## src/rtl/stage_writeback_vec_if.sv

```systemverilog
// rtl/stage_writeback_vec_if.sv - memory-stage intake and register-file write port bundle
interface stage_writeback_vec_if #(
   parameter int XLEN       = 32,
   parameter int LANES      = 4,
   parameter int REG_ADDR_W = 5
);
   logic                    m_valid;
   logic                    m_ready;
   logic [1:0]              m_result_src;
   logic                    m_reg_write;
   logic [REG_ADDR_W-1:0]   m_rd;
   logic [LANES-1:0]        m_lane_mask;
   logic [1:0]              m_ld_size;
   logic                    m_ld_unsigned;
   logic [LANES*XLEN-1:0]   m_alu_result;
   logic [LANES*XLEN-1:0]   m_read_result;
   logic [XLEN-1:0]         m_pc_plus_4;
   logic [XLEN-1:0]         m_imm_ext;
   logic                    wb_valid;
   logic                    rf_ready;
   logic [REG_ADDR_W-1:0]   wb_rd;
   logic [LANES-1:0]        wb_we;
   logic [LANES*XLEN-1:0]   wb_result;
   logic                    fwd_valid;
   logic [63:0]             instret;

   // Upstream stage plus register file: offers instructions, accepts writes
   modport master (
      output m_valid, m_result_src, m_reg_write, m_rd, m_lane_mask, m_ld_size,
             m_ld_unsigned, m_alu_result, m_read_result, m_pc_plus_4, m_imm_ext,
             rf_ready,
      input  m_ready, wb_valid, wb_rd, wb_we, wb_result, fwd_valid, instret
   );

   // Writeback stage itself
   modport slave (
      input  m_valid, m_result_src, m_reg_write, m_rd, m_lane_mask, m_ld_size,
             m_ld_unsigned, m_alu_result, m_read_result, m_pc_plus_4, m_imm_ext,
             rf_ready,
      output m_ready, wb_valid, wb_rd, wb_we, wb_result, fwd_valid, instret
   );
endinterface

```

## src/rtl/stage_writeback_vec.sv

```systemverilog
// rtl/stage_writeback_vec.sv - buffered multi-lane writeback stage with result select and load extension
module stage_writeback_vec #(
   parameter int XLEN       = 32,
   parameter int LANES      = 4,
   parameter int REG_ADDR_W = 5,
   parameter int DEPTH      = 2
) (
   input  logic                  clk,
   input  logic                  rst_n,
   stage_writeback_vec_if.slave  bus
);
   localparam int PW = (DEPTH > 1) ? $clog2(DEPTH) : 1;
   localparam int CW = $clog2(DEPTH) + 1;
   localparam logic [CW-1:0] DEPTH_C = CW'(DEPTH);

   // Raw per-entry fields; selection and extension are done on the head only
   logic [1:0]              q_src   [DEPTH];
   logic                    q_rw    [DEPTH];
   logic [REG_ADDR_W-1:0]   q_rd    [DEPTH];
   logic [LANES-1:0]        q_mask  [DEPTH];
   logic [1:0]              q_size  [DEPTH];
   logic                    q_uns   [DEPTH];
   logic [LANES*XLEN-1:0]   q_alu   [DEPTH];
   logic [LANES*XLEN-1:0]   q_load  [DEPTH];
   logic [XLEN-1:0]         q_pc4   [DEPTH];
   logic [XLEN-1:0]         q_imm   [DEPTH];

   logic [PW-1:0]           wr_ptr;
   logic [PW-1:0]           rd_ptr;
   logic [CW-1:0]           count;
   logic [63:0]             instret_r;

   logic                    push;
   logic                    pop;
   logic                    head_valid;

   logic [1:0]              head_src;
   logic                    head_rw;
   logic [REG_ADDR_W-1:0]   head_rd;
   logic [LANES-1:0]        head_mask;
   logic [1:0]              head_size;
   logic                    head_uns;
   logic [LANES*XLEN-1:0]   head_alu;
   logic [LANES*XLEN-1:0]   head_load;
   logic [XLEN-1:0]         head_pc4;
   logic [XLEN-1:0]         head_imm;

   logic [LANES*XLEN-1:0]   result_c;
   logic [XLEN-1:0]         lane_raw;
   logic [XLEN-1:0]         lane_ext;
   logic                    lane_fill;
   int                      lane_bits;

   // A full FIFO refuses pushes even when the head pops in the same cycle
   assign bus.m_ready = (count < DEPTH_C) & rst_n;
   assign push        = bus.m_valid & bus.m_ready;
   assign head_valid  = (count != '0);
   assign pop         = head_valid & bus.rf_ready;

   assign head_src  = q_src[rd_ptr];
   assign head_rw   = q_rw[rd_ptr];
   assign head_rd   = q_rd[rd_ptr];
   assign head_mask = q_mask[rd_ptr];
   assign head_size = q_size[rd_ptr];
   assign head_uns  = q_uns[rd_ptr];
   assign head_alu  = q_alu[rd_ptr];
   assign head_load = q_load[rd_ptr];
   assign head_pc4  = q_pc4[rd_ptr];
   assign head_imm  = q_imm[rd_ptr];

   // Payload storage: written on push, no reset needed since count gates visibility
   always_ff @(posedge clk) begin
      if (push) begin
         q_src[wr_ptr]  <= bus.m_result_src;
         q_rw[wr_ptr]   <= bus.m_reg_write;
         q_rd[wr_ptr]   <= bus.m_rd;
         q_mask[wr_ptr] <= bus.m_lane_mask;
         q_size[wr_ptr] <= bus.m_ld_size;
         q_uns[wr_ptr]  <= bus.m_ld_unsigned;
         q_alu[wr_ptr]  <= bus.m_alu_result;
         q_load[wr_ptr] <= bus.m_read_result;
         q_pc4[wr_ptr]  <= bus.m_pc_plus_4;
         q_imm[wr_ptr]  <= bus.m_imm_ext;
      end
   end

   // FIFO occupancy, pointers and retire counter; reset drops in-flight entries
   always_ff @(posedge clk) begin
      if (!rst_n) begin
         wr_ptr    <= '0;
         rd_ptr    <= '0;
         count     <= '0;
         instret_r <= '0;
      end else begin
         if (push) wr_ptr <= wr_ptr + PW'(1);
         if (pop)  rd_ptr <= rd_ptr + PW'(1);
         if (push && !pop)      count <= count + CW'(1);
         else if (!push && pop) count <= count - CW'(1);
         if (pop) instret_r <= instret_r + 64'd1;
      end
   end

   // Per-lane result select; loads are narrowed to 8/16/32 bits then sign/zero filled
   always_comb begin
      result_c  = '0;
      lane_raw  = '0;
      lane_ext  = '0;
      lane_fill = 1'b0;
      lane_bits = 32;
      for (int i = 0; i < LANES; i++) begin
         lane_raw = head_load[i*XLEN +: XLEN];
         case (head_size)
            2'b00:   begin lane_bits = 8;  lane_fill = ~head_uns & lane_raw[7];  end
            2'b01:   begin lane_bits = 16; lane_fill = ~head_uns & lane_raw[15]; end
            default: begin lane_bits = 32; lane_fill = ~head_uns & lane_raw[31]; end
         endcase
         for (int b = 0; b < XLEN; b++) begin
            lane_ext[b] = (b < lane_bits) ? lane_raw[b] : lane_fill;
         end
         case (head_src)
            2'b00:   result_c[i*XLEN +: XLEN] = head_alu[i*XLEN +: XLEN];
            2'b01:   result_c[i*XLEN +: XLEN] = lane_ext;
            2'b10:   result_c[i*XLEN +: XLEN] = head_pc4;
            default: result_c[i*XLEN +: XLEN] = head_imm;
         endcase
      end
   end

   assign bus.wb_valid  = head_valid;
   assign bus.wb_rd     = head_rd;
   assign bus.wb_result = result_c;
   assign bus.wb_we     = {LANES{head_valid & head_rw & (head_rd != '0)}} & head_mask;
   assign bus.fwd_valid = head_valid & (|bus.wb_we);
   assign bus.instret   = instret_r;
endmodule

```

## src/flat_wrapper.sv

```systemverilog
// flat-port wrapper written by rule: the top's interface ports become plain ports
module stage_writeback_vec_flat 
#(
   parameter int XLEN       = 32,
   parameter int LANES      = 4,
   parameter int REG_ADDR_W = 5,
   parameter int DEPTH      = 2
)
  (clk, rst_n, bus_m_valid, bus_m_result_src, bus_m_reg_write, bus_m_rd, bus_m_lane_mask, bus_m_ld_size, bus_m_ld_unsigned, bus_m_alu_result, bus_m_read_result, bus_m_pc_plus_4, bus_m_imm_ext, bus_rf_ready, bus_m_ready, bus_wb_valid, bus_wb_rd, bus_wb_we, bus_wb_result, bus_fwd_valid, bus_instret);
  stage_writeback_vec_if #(.XLEN(XLEN), .LANES(LANES), .REG_ADDR_W(REG_ADDR_W)) bus_i ();
  input  logic clk;
  input  logic rst_n;
  input wire logic [$bits(bus_i.m_valid)-1:0] bus_m_valid;
  input wire logic [$bits(bus_i.m_result_src)-1:0] bus_m_result_src;
  input wire logic [$bits(bus_i.m_reg_write)-1:0] bus_m_reg_write;
  input wire logic [$bits(bus_i.m_rd)-1:0] bus_m_rd;
  input wire logic [$bits(bus_i.m_lane_mask)-1:0] bus_m_lane_mask;
  input wire logic [$bits(bus_i.m_ld_size)-1:0] bus_m_ld_size;
  input wire logic [$bits(bus_i.m_ld_unsigned)-1:0] bus_m_ld_unsigned;
  input wire logic [$bits(bus_i.m_alu_result)-1:0] bus_m_alu_result;
  input wire logic [$bits(bus_i.m_read_result)-1:0] bus_m_read_result;
  input wire logic [$bits(bus_i.m_pc_plus_4)-1:0] bus_m_pc_plus_4;
  input wire logic [$bits(bus_i.m_imm_ext)-1:0] bus_m_imm_ext;
  input wire logic [$bits(bus_i.rf_ready)-1:0] bus_rf_ready;
  output wire logic [$bits(bus_i.m_ready)-1:0] bus_m_ready;
  output wire logic [$bits(bus_i.wb_valid)-1:0] bus_wb_valid;
  output wire logic [$bits(bus_i.wb_rd)-1:0] bus_wb_rd;
  output wire logic [$bits(bus_i.wb_we)-1:0] bus_wb_we;
  output wire logic [$bits(bus_i.wb_result)-1:0] bus_wb_result;
  output wire logic [$bits(bus_i.fwd_valid)-1:0] bus_fwd_valid;
  output wire logic [$bits(bus_i.instret)-1:0] bus_instret;
  assign bus_i.m_valid = bus_m_valid;
  assign bus_i.m_result_src = bus_m_result_src;
  assign bus_i.m_reg_write = bus_m_reg_write;
  assign bus_i.m_rd = bus_m_rd;
  assign bus_i.m_lane_mask = bus_m_lane_mask;
  assign bus_i.m_ld_size = bus_m_ld_size;
  assign bus_i.m_ld_unsigned = bus_m_ld_unsigned;
  assign bus_i.m_alu_result = bus_m_alu_result;
  assign bus_i.m_read_result = bus_m_read_result;
  assign bus_i.m_pc_plus_4 = bus_m_pc_plus_4;
  assign bus_i.m_imm_ext = bus_m_imm_ext;
  assign bus_i.rf_ready = bus_rf_ready;
  assign bus_m_ready = bus_i.m_ready;
  assign bus_wb_valid = bus_i.wb_valid;
  assign bus_wb_rd = bus_i.wb_rd;
  assign bus_wb_we = bus_i.wb_we;
  assign bus_wb_result = bus_i.wb_result;
  assign bus_fwd_valid = bus_i.fwd_valid;
  assign bus_instret = bus_i.instret;
  stage_writeback_vec #(.XLEN(XLEN), .LANES(LANES), .REG_ADDR_W(REG_ADDR_W), .DEPTH(DEPTH)) u_core (.clk(clk), .rst_n(rst_n), .bus(bus_i));
endmodule
```

## config.mk

```make
export PLATFORM = sky130hd
export DESIGN_NAME = stage_writeback_vec_flat
export DESIGN_NICKNAME = d
export VERILOG_FILES = /design/src/rtl/stage_writeback_vec_if.sv /design/src/rtl/stage_writeback_vec.sv /design/src/flat_wrapper.sv
export SDC_FILE = /design/constraint.sdc
export NUM_CORES = 1
export LEC_CHECK = 0
export ABC_AREA = 1
export ABC_CLOCK_PERIOD_IN_PS = 17200
export CAP_MARGIN = 20
export CORE_ASPECT_RATIO = 1.4
export CORE_UTILIZATION = 48
export CTS_CLUSTER_DIAMETER = 30
export DETAILED_ROUTE_END_ITERATION = 7
export PLACE_DENSITY = 0.76
export SYNTH_ARGS = -nofsm -noshare
export SYNTH_HDL_FRONTEND = slang
export SYNTH_SLANG_ARGS = --single-unit
```

## constraint.sdc

```tcl
create_clock -name clk -period 17.2 [get_ports clk]
set_input_delay 1.72 -clock clk [delete_from_list [all_inputs] [get_ports clk]]
set_output_delay 1.72 -clock clk [all_outputs]
set_load 0.01 [all_outputs]
```

* Word level (Yosys, flattened, before mapping) *
Memory sizes are Yosys's and may differ from the RTL's. A register that Yosys moved wholly into a read port is not among the register bits.
Index checks and enable logic that the tools add are counted.

operators by class
  $add $sub $neg = 5
  magnitude comparators = 33
  equal/unequal tests = 3
  muxes and demuxes = 161
  bitwise operators = 20
  reductions and logical operators = 10

operator list
  cell                     number
  $pmux W32 S3             4
  $mux W1                  150
  $lt A5 B6 Y1 const A     16
  $add A64 B1 Y64 const B  1
  $lt A4 B6 Y1 const A     8
  $lt A3 B6 Y1 const A     4
  $and A1 B1 Y1            18
  $lt A1 B6 Y1 const A     2
  $lt A2 B6 Y1 const A     2
  $pmux W6 S2              1
  $pmux W1 S2              4
  $reduce_bool A5 Y1       1
  $and A4 B4 Y4            1
  $eq A2 B1 Y1 const B     2
  $logic_not A2 Y1         2
  $mux W2                  2
  $reduce_bool A2 Y1       2
  $reduce_or A4 Y1         1
  $add A1 B1 Y1 const B    2
  $add A2 B1 Y2 const B    1
  $eq A2 B2 Y1 const B     1
  $logic_and A1 B1 Y1      2
  $logic_not A1 Y1         2
  $lt A2 B2 Y1 const B     1
  2 further kinds          2

storage, ports and cells
  bits in registers = 68
  memory bits (writable) = 670
  bits of input ports = 339
  output and inout port bits = 204
  word-level logic and storage cells = 246
  memories = 10

memories
  name           depth  width  rd ports  clocked after Yosys merged registers in  wr ports  line                       source
  u_core.q_alu   2      128    1         1                                        1         stage_writeback_vec.sv:23  logic [LANES*XLEN-1:0] q_alu [DEPTH];
  u_core.q_load  2      128    1         1                                        1         stage_writeback_vec.sv:24  logic [LANES*XLEN-1:0] q_load [DEPTH];
  u_core.q_imm   2      32     1         1                                        1         stage_writeback_vec.sv:26  logic [XLEN-1:0] q_imm [DEPTH];
  u_core.q_pc4   2      32     1         1                                        1         stage_writeback_vec.sv:25  logic [XLEN-1:0] q_pc4 [DEPTH];
  u_core.q_rd    2      5      1         1                                        1         stage_writeback_vec.sv:19  logic [REG_ADDR_W-1:0] q_rd [DEPTH];
  u_core.q_mask  2      4      1         1                                        1         stage_writeback_vec.sv:20  logic [LANES-1:0] q_mask [DEPTH];
  +4 memories    --     --     --        --                                       --        --

* Logic depth before layout (Yosys ltp) *
Gate-level depths: netlist of the first run.

  depth in word-level cells = 7
  mapped depth = 12
  depth with buffers taken out = 11

* Worst setup path before layout of the first run *
OpenSTA, ideal clock, no wires.

  kind = input to register
  start point = input rst_n
  end point = memory u_core.q_alu[0][0] (netlist bit), enable pin
  setup time = 1040 ps
  arrival time = 15993 ps
  setup slack = 167 ps
  stages = 4
  path buffers = 0
  path through = inv_1 nor2_1 nand2_1 nor2_1

between the ends
  word-level cells in the longest chain between the ends = 4

ends and longest elaborated chain
  element                        line                       source
  start: declaration             flat_wrapper.sv:12         input logic rst_n;
  $and A1 B1 Y1                  stage_writeback_vec.sv:55  assign bus.m_ready = (count < DEPTH_C) & rst_n;
  net bus_m_ready                flat_wrapper.sv:25         output wire logic [$bits(bus_i.m_ready)-1:0] bus_m_ready;
  $and A1 B1 Y1                  stage_writeback_vec.sv:56  assign push = bus.m_valid & bus.m_ready;
  $mux W1                        stage_writeback_vec.sv:73  if (push) begin
  $mux W1 (implied by the code)  stage_writeback_vec.sv:80  q_alu[wr_ptr] <= bus.m_alu_result;
  end: declaration               stage_writeback_vec.sv:23

The timed path passes the listed nets, and every way through them passes these cells.

==> impl_results.md, run 1 <==
* Hold Fails Final Rpt at 0
* Worst-margin pin slew at 1.21 ns
* CP max FO at 108
* RSZ-0062 raised after global routing: false
* Fin crit period at just over 7 ns
* Die area at between 60000 and 70000 um^2
* DR vias at approximately 24000
* Hold crit path type: reg2reg
* Req. time, crit path at between 15 and 20 ns
* Antenna Nets Post-Route at 0
* Total GRT Usage at 29.2%
* Synth warnings at 0
* Yosys top cell area share at between 60% and 70%
* CP endpoint kind: output port
* Vias per inst at ~5.4
* Post-synth net total at roughly 3300
* Setup TNS at 0 ns
* Synth Register Bits at between 700 and 800
* Core footprint at roughly 65000 um^2
* Initial antenna violation count at between 40 and 50
* GRT overflow at 0
* Arrival @ worst endpoint at about 5.4 ns
* Pleak at between 15 and 20 nW
* CP Launch Type: register
* CP Class: reg2out
* Share of cells above drive strength 1 at approximately 6.7%
* Starting density of the core at a little under 50%
* Clk slew on worst S/H paths at about 0.05 ns
* HPWL Detailed at roughly 65 mm
* Worst Reg-to-Reg Cells at 7
* Htree depth at 3
* Final RePlAce weighted congestion at roughly 0.92
* Largest cells by area after synthesis: edfxtp_1, nand2_1, dfxtp_1, a21oi_1, nor2_1
* Biggest area consumer among synthesized cells: edfxtp_1
* Max-Slew Margin vs Limit at a little under a fifth
* Max cap viols at 0
* Count of cell types in the netlist at 35
* Tcrit/Tclk final at a little over 40%
* DR iter-0 viols at roughly 2500
* Worst ir drop on vdd at 0.135 mV
* NumNets Final at just under 4000
* Total setup buffers inserted after CTS at 0
* Num rows at 110
* Met1 Use GR at around 34%
* Drc violations at 1
* Post-Synthesis Cell Area at 31400 um^2
* Most used routing layer: met2
* Die height at roughly 300 um
* CTS resizes at 0
* Vias in the first global route at approximately 24000
* Area growth syn-to-layout at 32.4%
* Final Setup Violations at 0
* 1st-pass router iterations at 8
* Register area share after synthesis at approximately two thirds
* TritonCTS buffer count at 116
* EDFF count, synth at 670
* Grt met3 use at under 10%
* # hold bufs at CTS at 0
* Violated checks: DRC
* Mapped Cells at about 3000
* Detailed-route wire length at between 90 and 100 mm
* Clk_skew at ~0.028 ns
* Most common cell after layout, fill and taps aside: nand2_1
* Hold Path Depth at 1
* Num ports at roughly 540
* Ys async rst share at 0%
* Primary FF master, synth: edfxtp_1
* Synth Area per Inst at around 10 um^2
* CTS tree: yes
* Die X at roughly 220 um
* Clock Latency Late Sink at between 0.6 and 0.7 ns
* Max Buffers Root-to-Sink at 3
* First-pass GRT wire length at 143 mm
* Port Buf Inserts at between 500 and 600
* Slew Limit Fails at 0
* Most frequent cells in the layout: nand2_1, edfxtp_1, clkdlybuf4s50_1
* Layout Utilization at between 60% and 70%
* FMAX at about 140 MHz
* Largest net degree at the start of global routing at roughly 210
* Sink Count at between 700 and 800
* Pwr Density at approximately 150 nW/um^2
* Met2 usage at 48.2%
* Drt wl/cell at ~22 um
* Clk root buf: clkbuf_16
* Status: complete, but fails checks
==> critical path: stages, from the launching register on <==
cell	delay [ns]
dfxtp_4	0.83
inv_8	0.38
or2_1	0.34
o21ai_1	0.20
inv_2	0.14
nor2_4	0.37
buf_4	0.62
buf_4	0.70
nand2_1	0.12
nand2_1	0.08
nand3b_1	0.21
clkdlybuf4s50_1	0.58
==> Yosys cell counts (44+ instances only) <==
| master | instances |
|---|---|
| o21ai_0 | 52 |
| nand3b_1 | 68 |
| nor2_1 | 212 |
| nand3_1 | 75 |
| a21oi_1 | 159 |
| edfxtp_1 | 670 |
| buf_2 | 55 |
| clkbuf_1 | 44 |
| nand2_1 | 1296 |
| inv_1 | 112 |
| dfxtp_1 | 69 |
==> registers in the layout, summed over array words and instances (netlist names), named ones only <==
register and cells:
u_core.bus.instret 64, u_core.count 2, u_core.q_alu 256, u_core.q_imm 64, u_core.q_load 256, u_core.q_mask 8
u_core.q_pc4 64, u_core.q_rd 10, u_core.q_rw 2, u_core.q_size 4, u_core.q_src 4, u_core.q_uns 2
u_core.rd_ptr 1, u_core.wr_ptr 1
==> metrics by stage <==
stage | std cells | power, mW | setup WS, ns | hold slack (ns) | instance area (um^2)
floorplan | 3002 | 3.13 | 0.167 | 0.426 | 31400
global placement | 4278 | 3.92 | 9.85 | 0.435 | 37400
detailed placement | 4278 | 3.94 | 9.77 | 0.442 | 37400
CTS | 4497 | 6.35 | 9.91 | 0.454 | 41500
global route | 4525 | 6.56 | 9.73 | 0.468 | 41600
finish | 4530 | 6.33 | 10.05 | 0.449 | 41600
==> final timing paths <==
| kind | endpoint | slack, ns | from |
|---|---|---|---|
| worst max register to register | u_core.q_load[0][22] | 12.60 | u_core.count[1] |
| worst min register to register | register | 0.45 | u_core.rd_ptr |
| worst max-delay path | bus_wb_result[127] | 10.05 | register |
| worst min-delay path | register | 0.45 | u_core.rd_ptr |
==> layer usage <==
layer / part of all wire (%) / routed length, um
met2: 50 / 49000
met4: 5.3 / 5220
met5: 0.11 / 110
met1: 36 / 35300
met3: 8.6 / 8490
==> layout make-up <==
cell class / count / area [um^2]
sequential: 739 / 21500
inverter: 117 / 447
clock buffer: 131 / 3040
timing repair buffer: 563 / 5600
tap: 840 / 1050
antenna: 33 / 82.6
fill: 4936 / 23000
multi-input combinational: 2019 / 8810
clock inverter: 88 / 1030
==> kinds of logic (layout without fill, tap and decap cells) <==
family / after synthesis / after routing / synth area share, %
AND/OR/NAND/NOR: 1710 / 1710 / 22.0
flip-flops: 739 / 739 / 68.5
AO/OA/AOI/OAI: 275 / 275 / 4.88
buffers and inverters: 244 / 899 / 3.60
multiplexers: 23 / 23 / 0.733
XOR/XNOR: 9 / 9 / 0.251
adder cells (fa/ha/maj): 2 / 2 / 0.0797
other: 0 / 33 / 0
==> power breakdown <==
| group | switching [mW] | internal [mW] | leakage [nW] |
|---|---|---|---|
| sequential | 0.0468 | 2.10 | 6.69 |
| combinational | 1.07 | 0.705 | 7.02 |
| clock | 0.858 | 1.55 | 1.95 |
Power figures use the tool's default switching activity.
==> inputs of run 2 (changes only) <==
--- a/config.mk
+++ b/config.mk
@@ -6,7 +6,7 @@
 export NUM_CORES = 1
 export LEC_CHECK = 0
 export ABC_AREA = 1
-export ABC_CLOCK_PERIOD_IN_PS = 17200
+export ABC_CLOCK_PERIOD_IN_PS = 6200
 export CAP_MARGIN = 20
 export CORE_ASPECT_RATIO = 1.4
 export CORE_UTILIZATION = 48
==> constraint.sdc (replaced) <==
create_clock -name clk -period 6.2 [get_ports clk]
set_input_delay 0.62 -clock clk [delete_from_list [all_inputs] [get_ports clk]]
set_output_delay 0.62 -clock clk [all_outputs]
set_load 0.01 [all_outputs]
==> impl_results.md, run 2 (synthesis gave the netlist of run 1 again) <==
* HPWL Detailed at 66.8 mm (+2.7%)
* CTS tree: yes
* CP Launch Type: register
* Fin crit period at between 5 and 6 ns
* Layout Utilization at 65.1% (+0.67 points)
* GRT overflow at 0 (unchanged)
* Total power at 18.0 mW (+180%)
* Most common cell after layout, fill and taps aside: nand2_1
* Flop pwr share at 33.1% (-0.8 points)
* Pre-CTS setup slack at 1.73 ns (-8.04 ns)
* Internal power at 12.4 mW (+190%)
* Worst Reg-to-Reg Cells at 4 (-3)
* Critical Path Sink: bus_wb_result[117]
* Clk slew on worst S/H paths at 0.04 ns (about the same)
* Clock Latency Late Sink at 0.71 ns (+0.03 ns)
* CTS resizes at 0 (unchanged)
* Max-Slew Margin vs Limit at 30.7% (+12 points)
* CP endpoint kind: output port
* Clk pwr share at 39.3% (+1.3 points)
* Area growth syn-to-layout at 33.8%
* Total setup buffers inserted after CTS at 0 (unchanged)
* Worst-margin pin slew at 1.04 ns (-0.174 ns)
* Vias in the first global route at 23900 (+0.34%)
* Drc violations at 0 (-1)
* Worst R2R Start: u_core.count[1]
* Hold Fails Final Rpt at 0 (unchanged)
* Total GRT Usage at 29.5% (+0.36 points)
* DR iter-0 viols at 2428 (-2.4%)
* FMAX at around 190 MHz
* Final RePlAce weighted congestion at 0.926 (+0.41%)
* Die height at 305 um (unchanged)
* Max cap viols at 0 (unchanged)
* Reg-to-reg endpoint: u_core.q_alu[0][85]
* First-pass GRT wire length at 143 mm (+0.26%)
* # hold bufs at CTS at 0 (unchanged)
* PnR worst setup slack at 1.01 ns (-9.04 ns)
* Vias per inst at 5.41 (+0.34%)
* Flop-to-flop setup slack at 3.94 ns (-8.66 ns)
* Pwr Density at 428 nW/um^2 (+180%)
* DR vias at 24600 (+0.61%)
* Setup TNS at 0 ns (unchanged)
* Switching part of the total at 30.8% (-0.46 points)
* Worst ir drop on vdd at 0.368 mV (+170%)
* Detailed-route wire length at 99.4 mm (+1.3%)
* Arrival @ worst endpoint at 4.57 ns (-0.86 ns)
* Antenna Nets Post-Route at 0 (unchanged)
* Clk_skew at 0.0250 ns (-0.00319 ns)
* CP max FO at 89 (-18%)
* Largest net degree at the start of global routing at 121 (-43%)
* Share of cells above drive strength 1 at 7.12% (+0.39 points)
* Drt wl/cell at 21.9 um (+0.99%)
* Sw Pwr at 5.52 mW (+180%)
* Largest regs: u_core.q_alu x256, u_core.q_load x256
* Hold crit path type: reg2reg
* Hold Startpoint: u_core.rd_ptr
* Port Buf Inserts at 542 (unchanged)
* Num ports at 543 (unchanged)
* 1st-pass router iterations at 6 (-2)
* Core footprint at 64500 um^2 (unchanged)
* Pleak at 15.9 nW (+1.5%)
* Req. time, crit path at 5.58 ns (-9.90 ns)
* Sink Count at 739 (unchanged)
* TritonCTS buffer count at 132 (+14%)
* Die X at 218 um (unchanged)
* Num rows at 110 (unchanged)
* Comb power frac at 27.7% (-0.4 points)
* Clk root buf: clkbuf_16
* CP Class: reg2out
* Slew Limit Fails at 0 (unchanged)
* Hold WS at 0.452 ns (+0.00268 ns)
* Status: finished clean
* NumNets Final at 3920 (+0.59%)
* Max Buffers Root-to-Sink at 3 (unchanged)
* Htree depth at 4 (+1)
* Die area at 66500 um^2 (unchanged)
* Starting density of the core at 48.6% (unchanged)
* Final Setup Violations at 0 (unchanged)
* Most frequent cells in the layout: nand2_1, edfxtp_1, clkdlybuf4s50_1
* Initial antenna violation count at 41 (unchanged)
* Tcrit/Tclk final at between 80 and 90%
* RSZ-0062 raised after global routing: false
run 2: cell count changes in the layout (fill, tap and decap cells not counted), sizes merged:
cell / delta
buf: +6
bufinv: -5
clkbuf: +29
clkdlybuf4s50: +1
clkinv: -1
clkinvlp: -7
diode: -10
inv: -1
run 2: final cells by class:
| cell class | instances | area (um^2) |
|---|---|---|
| multi-input cells | 2019 | 8820 |
| clock inverters | 74 | 787 |
| diodes | 23 | 57.6 |
| flip-flops and latches | 739 | 21500 |
| clock buffers | 160 | 3570 |
| well taps | 840 | 1050 |
| inverters | 117 | 459 |
| repair buffers | 570 | 5750 |
| fillers | 4906 | 22500 |
run 2: through the flow:
| stage | instance area, um^2 | std cells |
|---|---|---|
| after floorplan | 31400 | 3002 |
| after global placement | 37600 | 4284 |
| after detailed placement | 37600 | 4285 |
| after CTS | 41900 | 4519 |
| after global routing | 42000 | 4537 |
| final | 42000 | 4542 |
run 2: metal layers:
metal	share of wire, %	vias to the layer above	GRT usage, %
li1	-	11400	-
met1	35	11600	32.9
met2	50	1184	49.4
met3	9.7	315	9.96
met4	5.0	40	16.1
met5	0.26	-	0
run 2: worst min-delay path by stage:
stage	to	depth (start not counted)	slack, ns
4_1_cts	u_core.q_alu[0][90]	1	0.45
3_5_place_dp	register	1	0.44
2_1_floorplan	register	1	0.43
6_report	u_core.rd_ptr	1	0.45
5_1_grt	u_core.q_alu[0][58]	1	0.46
3_3_place_gp	u_core.rd_ptr	1	0.43
run 2: power by group through the flow:
stage	Combinational (mW)	Clock [mW]	Sequential, mW
floorplan	2.55	0	6.03
global placement	4.90	0	6.01
detailed placement	4.94	0	6.03
CTS	4.98	7.11	5.94
global route	5.35	7.34	5.96
finish	4.97	7.05	5.94
run 2: critical path, cell delays in order (launching register included):
cell and delay, ns:
dfxtp_4 0.66, inv_8 0.33, or2_1 0.30, o21ai_1 0.19
inv_2 0.14, nor2_4 0.70, nand2_1 0.63, nand2_1 0.20
nand3b_1 0.13, clkdlybuf4s50_1 0.55
